### config.mk
export PLATFORM = sky130hd
export DESIGN_NAME = video_format_stabilizer
export DESIGN_NICKNAME = d
export VERILOG_FILES = /design/src/rtl/video_format_stabilizer.sv
export SDC_FILE = /design/constraint.sdc
export NUM_CORES = 1
export LEC_CHECK = 0
export CAP_MARGIN = 20
export CORE_MARGIN = 2
export CORE_UTILIZATION = 23
export CTS_CLUSTER_SIZE = 28
export DETAILED_ROUTE_END_ITERATION = 8
export HOLD_SLACK_MARGIN = 0.05
export PLACE_DENSITY = 0.42
export SKIP_CTS_REPAIR_TIMING = 1
export SLEW_MARGIN = 20
export SYNTH_ARGS = -nofsm -noshare
export SYNTH_HDL_FRONTEND = slang
export SYNTH_SLANG_ARGS = --single-unit
### constraint.sdc
create_clock -name clk_50mhz_in -period 4.08 [get_ports clk_50mhz_in]
set_clock_uncertainty 0.15 [all_clocks]
set_input_delay 0.612 -clock clk_50mhz_in [delete_from_list [all_inputs] [get_ports clk_50mhz_in]]
set_output_delay 0.612 -clock clk_50mhz_in [all_outputs]
set_load 0.01 [all_outputs]
### src/rtl/video_format_stabilizer.sv
// video_format_stabilizer
//
// Purpose:
//   Sits behind the video format detector. Re-times the filtered vsync and
//   the 8-bit format code into the 50 MHz domain. Samples the code once per
//   frame, a fixed delay after each vsync falling edge. Debounces it over
//   STABLE_FRAMES identical samples. Forces the code to 0x00 when vsync
//   disappears. Publishes the committed format together with a
//   change-request / acknowledge handshake for the board controller.
//
// Parameters:
//   STABLE_FRAMES  - identical consecutive samples needed to commit (1..15)
//   SAMPLE_DELAY   - clk cycles after the vsync falling edge before sampling
//   TIMEOUT_CYCLES - clk cycles without a vsync edge before a forced 0x00
//
// Ports:
//   clk_50mhz_in     in   system clock, 50 MHz
//   rst_n_in         in   asynchronous active-low reset
//   vsync_in         in   filtered vsync, asynchronous to the clock
//   format_in [7:0]  in   detector format code (quasi-static between edges)
//   ack_in           in   one-cycle acknowledge from the controller
//   format_out [7:0] out  committed stable format code
//   locked_out       out  high while format_out is not 0x00
//   change_req_out   out  high from a commit until acknowledged
//   frame_tick_out   out  one-cycle pulse per detected vsync falling edge
//   change_count_out out  commits since last acknowledge, saturating
//                         (present only with the optional feature)
//
// Optional feature macro: VIDEO_FORMAT_STABILIZER_CHANGE_COUNT_EN
//   When this macro is defined, the module adds change_count_out.
`timescale 1ns/1ps
`default_nettype none

module video_format_stabilizer #(
  parameter int STABLE_FRAMES  = 4,
  parameter int SAMPLE_DELAY   = 1000,
  parameter int TIMEOUT_CYCLES = 2500000
) (
  input  logic       clk_50mhz_in,
  input  logic       rst_n_in,
  input  logic       vsync_in,
  input  logic [7:0] format_in,
  input  logic       ack_in,
  output logic [7:0] format_out,
  output logic       locked_out,
  output logic       change_req_out,
  output logic       frame_tick_out
`ifdef VIDEO_FORMAT_STABILIZER_CHANGE_COUNT_EN
  ,
  output logic [7:0] change_count_out
`endif
);

  localparam logic [15:0] DELAY_LAST   = 16'(SAMPLE_DELAY - 1);
  localparam logic [21:0] TIMEOUT_LAST = 22'(TIMEOUT_CYCLES - 1);
  localparam logic [3:0]  STABLE_COUNT = 4'(STABLE_FRAMES);

  typedef enum logic [1:0] {
    WAIT_EDGE = 2'd0,
    DELAY     = 2'd1,
    COMPARE   = 2'd2
  } state_t;

  logic [1:0]  rst_pipe;
  logic        rst_n;
  logic        vsync_meta;
  logic        vsync_sync;
  logic        vsync_prev;
  logic        vsync_fall;
  logic [21:0] timeout_count;
  logic        timeout_hit;
  logic [15:0] delay_count;
  logic        delay_done;
  logic        timeout_sample;
  logic [7:0]  sample;
  logic [7:0]  candidate;
  logic [3:0]  match_count;
  logic [3:0]  next_match;
  logic        commit;
  state_t      state;
  state_t      next_state;

  // Reset asserts asynchronously but releases on a clock edge. Every other
  // flop is therefore reset together and leaves reset in the same cycle.
  always_ff @(posedge clk_50mhz_in or negedge rst_n_in) begin
    if (!rst_n_in) begin
      rst_pipe <= 2'b00;
    end else begin
      rst_pipe <= {rst_pipe[0], 1'b1};
    end
  end

  assign rst_n = rst_pipe[1];

  // Two-flop synchronizer plus one history flop for vsync edge detection.
  always_ff @(posedge clk_50mhz_in or negedge rst_n) begin
    if (!rst_n) begin
      vsync_meta <= 1'b0;
      vsync_sync <= 1'b0;
      vsync_prev <= 1'b0;
    end else begin
      vsync_meta <= vsync_in;
      vsync_sync <= vsync_meta;
      vsync_prev <= vsync_sync;
    end
  end

  assign vsync_fall     = vsync_prev & ~vsync_sync;
  assign frame_tick_out = vsync_fall;

  // The timeout counter free-runs between edges and wraps on expiry. While
  // vsync is absent, this wrap produces a forced sample every TIMEOUT_CYCLES.
  always_ff @(posedge clk_50mhz_in or negedge rst_n) begin
    if (!rst_n) begin
      timeout_count <= '0;
    end else if (vsync_fall || timeout_count == TIMEOUT_LAST) begin
      timeout_count <= '0;
    end else begin
      timeout_count <= timeout_count + 22'd1;
    end
  end

  assign timeout_hit = ~vsync_fall && (timeout_count == TIMEOUT_LAST);

  // Sample triggers: the end of the post-edge delay, or a timeout in idle.
  // An edge in the final delay cycle wins, so the delay restarts.
  assign delay_done     = (state == DELAY) && ~vsync_fall && (delay_count == DELAY_LAST);
  assign timeout_sample = (state == WAIT_EDGE) && timeout_hit;

  always_ff @(posedge clk_50mhz_in or negedge rst_n) begin
    if (!rst_n) begin
      state <= WAIT_EDGE;
    end else begin
      state <= next_state;
    end
  end

  always_comb begin
    next_state = state;
    case (state)
      WAIT_EDGE: begin
        if (vsync_fall) begin
          next_state = DELAY;
        end else if (timeout_hit) begin
          next_state = COMPARE;
        end
      end
      DELAY: begin
        if (delay_done) begin
          next_state = COMPARE;
        end
      end
      COMPARE: begin
        next_state = WAIT_EDGE;
      end
      default: begin
        next_state = WAIT_EDGE;
      end
    endcase
  end

  // The delay counter clears on every edge. Entry to DELAY and an edge seen
  // during DELAY both restart the count.
  always_ff @(posedge clk_50mhz_in or negedge rst_n) begin
    if (!rst_n) begin
      delay_count <= '0;
    end else if (vsync_fall) begin
      delay_count <= '0;
    end else if (state == DELAY) begin
      delay_count <= delay_count + 16'd1;
    end
  end

  // format_in only moves at vsync edges. A single capture register is
  // therefore enough to bring it into this clock domain.
  always_ff @(posedge clk_50mhz_in or negedge rst_n) begin
    if (!rst_n) begin
      sample <= 8'h00;
    end else if (delay_done) begin
      sample <= format_in;
    end else if (timeout_sample) begin
      sample <= 8'h00;
    end
  end

  // The candidate always becomes the new sample. The match count either
  // saturates at STABLE_FRAMES or restarts at one.
  always_comb begin
    next_match = 4'd1;
    if (sample == candidate) begin
      next_match = (match_count >= STABLE_COUNT) ? STABLE_COUNT : match_count + 4'd1;
    end
  end

  assign commit = (state == COMPARE) && (next_match == STABLE_COUNT) && (sample != format_out);

  always_ff @(posedge clk_50mhz_in or negedge rst_n) begin
    if (!rst_n) begin
      candidate   <= 8'h00;
      match_count <= 4'd0;
    end else if (state == COMPARE) begin
      candidate   <= sample;
      match_count <= next_match;
    end
  end

  // The committed format and the lock flag load together, so they never
  // disagree.
  always_ff @(posedge clk_50mhz_in or negedge rst_n) begin
    if (!rst_n) begin
      format_out <= 8'h00;
      locked_out <= 1'b0;
    end else if (commit) begin
      format_out <= sample;
      locked_out <= (sample != 8'h00);
    end
  end

  // A commit takes priority over a same-cycle acknowledge. The controller
  // must then see the request again for the newer format.
  always_ff @(posedge clk_50mhz_in or negedge rst_n) begin
    if (!rst_n) begin
      change_req_out <= 1'b0;
    end else if (commit) begin
      change_req_out <= 1'b1;
    end else if (ack_in) begin
      change_req_out <= 1'b0;
    end
  end

`ifdef VIDEO_FORMAT_STABILIZER_CHANGE_COUNT_EN
  // Counts the commits that the controller has not yet acknowledged.
  always_ff @(posedge clk_50mhz_in or negedge rst_n) begin
    if (!rst_n) begin
      change_count_out <= 8'h00;
    end else if (commit) begin
      if (change_count_out != 8'hFF) begin
        change_count_out <= change_count_out + 8'd1;
      end
    end else if (ack_in && change_req_out) begin
      change_count_out <= 8'h00;
    end
  end
`endif

endmodule

`default_nettype wire

; ---- After elaboration in Yosys (flattened, before gate mapping)
; Cells that the tools add are included.
[totals]
output_inout_bits = 11
input_bits = 12
register_bits = 75
wordCells = 55
[op_classes]
order_cmp = 1
addsub = 3
n_eq_ne = 9
mux = 13
bitwise = 3
reduce_logical = 13
[ops]
columns = op, n
row1 = $mux W16, 2
row2 = $add A22 B1 Y22 const B, 1
row3 = $eq A22 B22 Y1 const B, 1
row4 = $mux W22, 1
row5 = $add A16 B1 Y16 const B, 1
row6 = $eq A16 B10 Y1 const B, 1
row7 = $mux W8, 2
row8 = $eq A8 B8 Y1, 1
row9 = $mux W4, 2
row10 = $ne A8 B8 Y1, 1
row11 = $reduce_bool A8 Y1, 1
row12 = $logic_and A1 B1 Y1, 6
row13 = $mux W2, 3
row14 = $reduce_bool A2 Y1, 3
row15 = $add A4 B1 Y4 const B, 1
row16 = $eq A4 B3 Y1 const B, 1
row17 = $ge A4 B3 Y1 const B, 1
row18 = $pmux W2 S2, 1
row19 = $ne A3 B3 Y1 const B, 1
row20 = $eq A2 B1 Y1 const B, 1
row21 = $eq A2 B2 Y1 const B, 1
row22 = $logic_not A2 Y1, 1
row23 = $mux W1, 2
row24 = $ne A2 B2 Y1 const B, 1
row25 = 4 further kinds, 5

; ---- Depth between registers and ports, before layout
[depth]
ltp_word = 7
depth_mapped = 7
depth_no_buf = 6

; ---- Least setup slack after synthesis
; No wires, ideal clock.
[synth_timing]
kind = register -> register
from = register timeout_count[16]
to = register sample[0]
path_buffers = 1
slack_ns = 1.950
arrival_time_ns = 1.864
path_stages_with_launch = 7
synth_period_minus_slack_ns = 2.130
cell_sequence = dfrtp_1 or4_1 or4_1 or3_1 buf_6 nand3_2 nand2_1
[synth_via]
elab_chain_len = 4
[synth_rtl]
columns = element, line_no
row1 = from (decl), 70  ; logic [21:0] timeout_count;
row2 = from (signal assigned), 119  ; timeout_count <= timeout_count + 22'd1;
row3 = $eq A22 B22 Y1, 123  ; assign timeout_hit = ~vsync_fall && (timeout_count == TIMEOUT_LAST);
row4 = $logic_and A1 B1 Y1, 123
row5 = $logic_and A1 B1 Y1, 128  ; assign timeout_sample = (state == WAIT_EDGE) && timeout_hit;
row6 = $reduce_bool A2 Y1 (no line), --
row7 = to (signal assigned), 180  ; sample <= format_in;
row8 = to (decl), 75  ; logic [7:0] sample;
; No other way between the ends.
; A chain may end at the register's enable or synchronous reset.

; ---- Worst setup path in the final report
[layout_timing]
from = register vsync_sync
to = output frame_tick_out
[layout_via]
elab_chain_len = 2
[layout_rtl]
columns = element, line_no
row1 = from (decl), 67  ; logic vsync_sync;
row2 = from (signal assigned), 103  ; vsync_sync <= vsync_meta;
row3 = $not A1 Y1, 108  ; assign vsync_fall = vsync_prev & ~vsync_sync;
row4 = $and A1 B1 Y1, 108
row5 = to (decl), 47  ; output logic frame_tick_out
; No other way between the ends.

==> reports/results.tsv <==
metric	value	unit
outcome	complete, no violations	
syn_inst	352	
crit_path_start_kind	flip-flop	
r2r_cells	6	
timing.critical_path.buf_inv	2	
dp.cells	553	
cellLeakagePower	1.91	nW
grt_pass1_vias	2515	
synth_ff_type	dfrtp_1	
max_slew.worst_pin.slew	0.978	ns
ios	23	
ys_seq_elements	75	
synth_largest_area_cell	dfrtp_1	
diodes	0	
yosysWarningCount	0	
antenna_found_initial	0	
fin_crit_sh	67.5	%
slew_headroom	34.8	%
reg2reg_slack	1.47	ns
die_h	128	microns
synth-async-reset-ratio	100	%
critPathCaptureType	output port	
synth_cell_types	38	
die_w	128	microns
synth_area	0.00351	sq mm
ir_drop	0.165	mV
final_nets	391	
rows	45	
ant_nets	0	
ys_seq_area_share	53.4	%
slew_viol_final	0	
rsz0062_at_grt	false	
vias_per_cell	4.43	
root_buffer	clkbuf_16	
hold_viol	0	
holdPathStages	0	
grt_usage	9.89	%
cap_violations	0	
cp_slowest_cell	clkdlybuf4s50_1	
tns	0	ns
grt_pass1_wl	12.8	mm
fin_cells	569	
drt_first_iter_violations	138	
synthTopCellsByArea	dfrtp_1 53%, nand2_1 6.5%, xnor2_1 5.5%	
floorplan.initialDensity	23.3	%
grt_max_degree	74	
syn_to_final_growth	22.8	%
post_synth.cell_area_avg	9.98	sq um
dp_hpwl	4.74	mm
path_cells	nand2b_1 > clkinv_1 > clkdlybuf4s50_1	
post_drt_wl_per_cell	12.7	microns
cts_sinks	75	
clock_latency	0.34	ns
finalSetupViolations	0	
clockBufferDepth	2	
path_class	reg -> out	
vias	2518	
min_period	2.75	ns
design_area	0.00432	sq mm
wirelength	7.23	mm
die-area	0.0163	sq mm
cpPeakStageDelay	0.65	ns
cp_top_family	buffers and inverters	
synth_edf_count	0	
syn_nets	367	
h-tree-depth	3	
cts_tree	done	
grt_overflow	0	
hold_path_class	reg -> reg	
drc	0	
cts_buffers	9	
firstDrtPassIters	4	
port_buffers	22	
core_area	0.0151	sq mm
place.gp.congestion	0.734	
dpl_cell_area	0.00394	sq mm
p_per_area	446	mW/mm^2
path_depth	3	
cp.required	3.32	ns
worstPathArrival	1.99	ns
path_clk_slew	0.06	ns
cp_max_fo	18	
synth_top_area_share	53.4	%
max_freq	363	MHz
fillers	1568	
drive_gt1_share	11.3	%
## area by class of cell
class                   count  area, sq um  area share (%)
flip-flops and latches     75         1880            43.6
inverters                   7         26.3           0.609
well taps                 188          235            5.45
clock inverters             6          136            3.16
multi-input cells         260         1570            36.4
repair buffers             23          228            5.28
clock buffers              10          239            5.54
## cell usage in the layout, fill, tap and decap left out, types with 6 or more instances in the layout
cell type | Yosys | final
xnor2_1 | 22 | 22
nor2_1 | 43 | 43
or3_1 | 9 | 9
mux2_2 | 9 | 9
dfrtp_1 | 75 | 74
nand3_2 | 8 | 8
clkbuf_16 | 0 | 9
clkdlybuf4s50_1 | 0 | 22
nor4_1 | 11 | 11
o21ai_0 | 9 | 9
inv_1 | 6 | 6
nand4_1 | 11 | 11
nor3_1 | 6 | 6
nand2_1 | 61 | 61
xor2_1 | 22 | 22
a21oi_1 | 9 | 9
nand3_1 | 9 | 9
## layer usage
metal	routed length, microns	vias up	GRT usage (%)	share of wire, %
li1	-	1238	-	-
met1	3580	1233	13.7	50
met2	3220	35	14.7	45
met3	325	12	3.02	4.5
met4	102	0	3.30	1.4
met5	0	-	0	0
## final timing paths
| kind | startpoint | to |
|---|---|---|
| min | rst_pipe[0] | rst_pipe[1] |
| min in group asynchronous | rst_n_in | rst_pipe[1] |
| max reg2reg | vsync_sync | sample[2] |
| max in group asynchronous | rst_pipe[1] | match_count[1] |
| min reg2reg | rst_pipe[0] | rst_pipe[1] |
| max | vsync_sync | frame_tick_out |
## synthesized netlist by cell type, types with 2 or more instances
master and number:
and3_2 2, and3_1 4, nand3_1 9, nand2b_1 4
clkbuf_1 6, xor2_1 22, o21ai_0 9, a21oi_1 9
or3_1 9, nor4_1 11, or4_1 2, nor2_1 43
inv_1 6, xnor2_1 22, nor2b_1 2, dfrtp_1 75
nand3_2 8, nand2_1 61, mux2_2 9, buf_6 2
ha_1 3, nor3_1 6, and4_1 2, nand4_1 11
or2_2 2
## state kept, by name, indices dropped and copies added, names as in the netlist
| signal | count |
|---|---|
| candidate | 8 |
| change_req_out | 1 |
| delay_count | 16 |
| format_out | 8 |
| locked_out | 1 |
| match_count | 4 |
| rst_pipe | 2 |
| sample | 8 |
| state | 2 |
| timeout_count | 22 |
| vsync_meta | 1 |
| vsync_prev | 1 |
| vsync_sync | 1 |
## power breakdown
group          total [mW]  switching [mW]  leakage, nW  internal (mW)
clock network       0.998           0.321        0.179          0.677
registers           0.832          0.0524        0.970          0.780
logic              0.0963          0.0456        0.765         0.0507
## logic make-up after synthesis
kind of cell	synth area share (%)
buffers and inverters	2.28
other	0.107
adder cells (fa/ha/maj)	1.07
AND/OR/NAND/NOR	25.7
multiplexers	3.17
AO/OA/AOI/OAI	3.24
XOR/XNOR	11.0
flip-flops	53.4
## metrics by stage
| step | util, % | hold slack, ns | total power [mW] | setup WS [ns] |
|---|---|---|---|---|
| after floorplan | - | 0.166 | 0.902 | 1.69 |
| after global placement | 26.1 | 0.185 | 0.940 | 1.47 |
| after detailed placement | 26.1 | 0.188 | 0.944 | 1.46 |
| after CTS | 28.6 | 0.202 | 1.96 | 1.29 |
| after global routing | 28.6 | 0.207 | 2.01 | 1.19 |
| final | 28.6 | 0.199 | 1.93 | 1.33 |
Note: power is estimated with default switching activity, not from simulation.
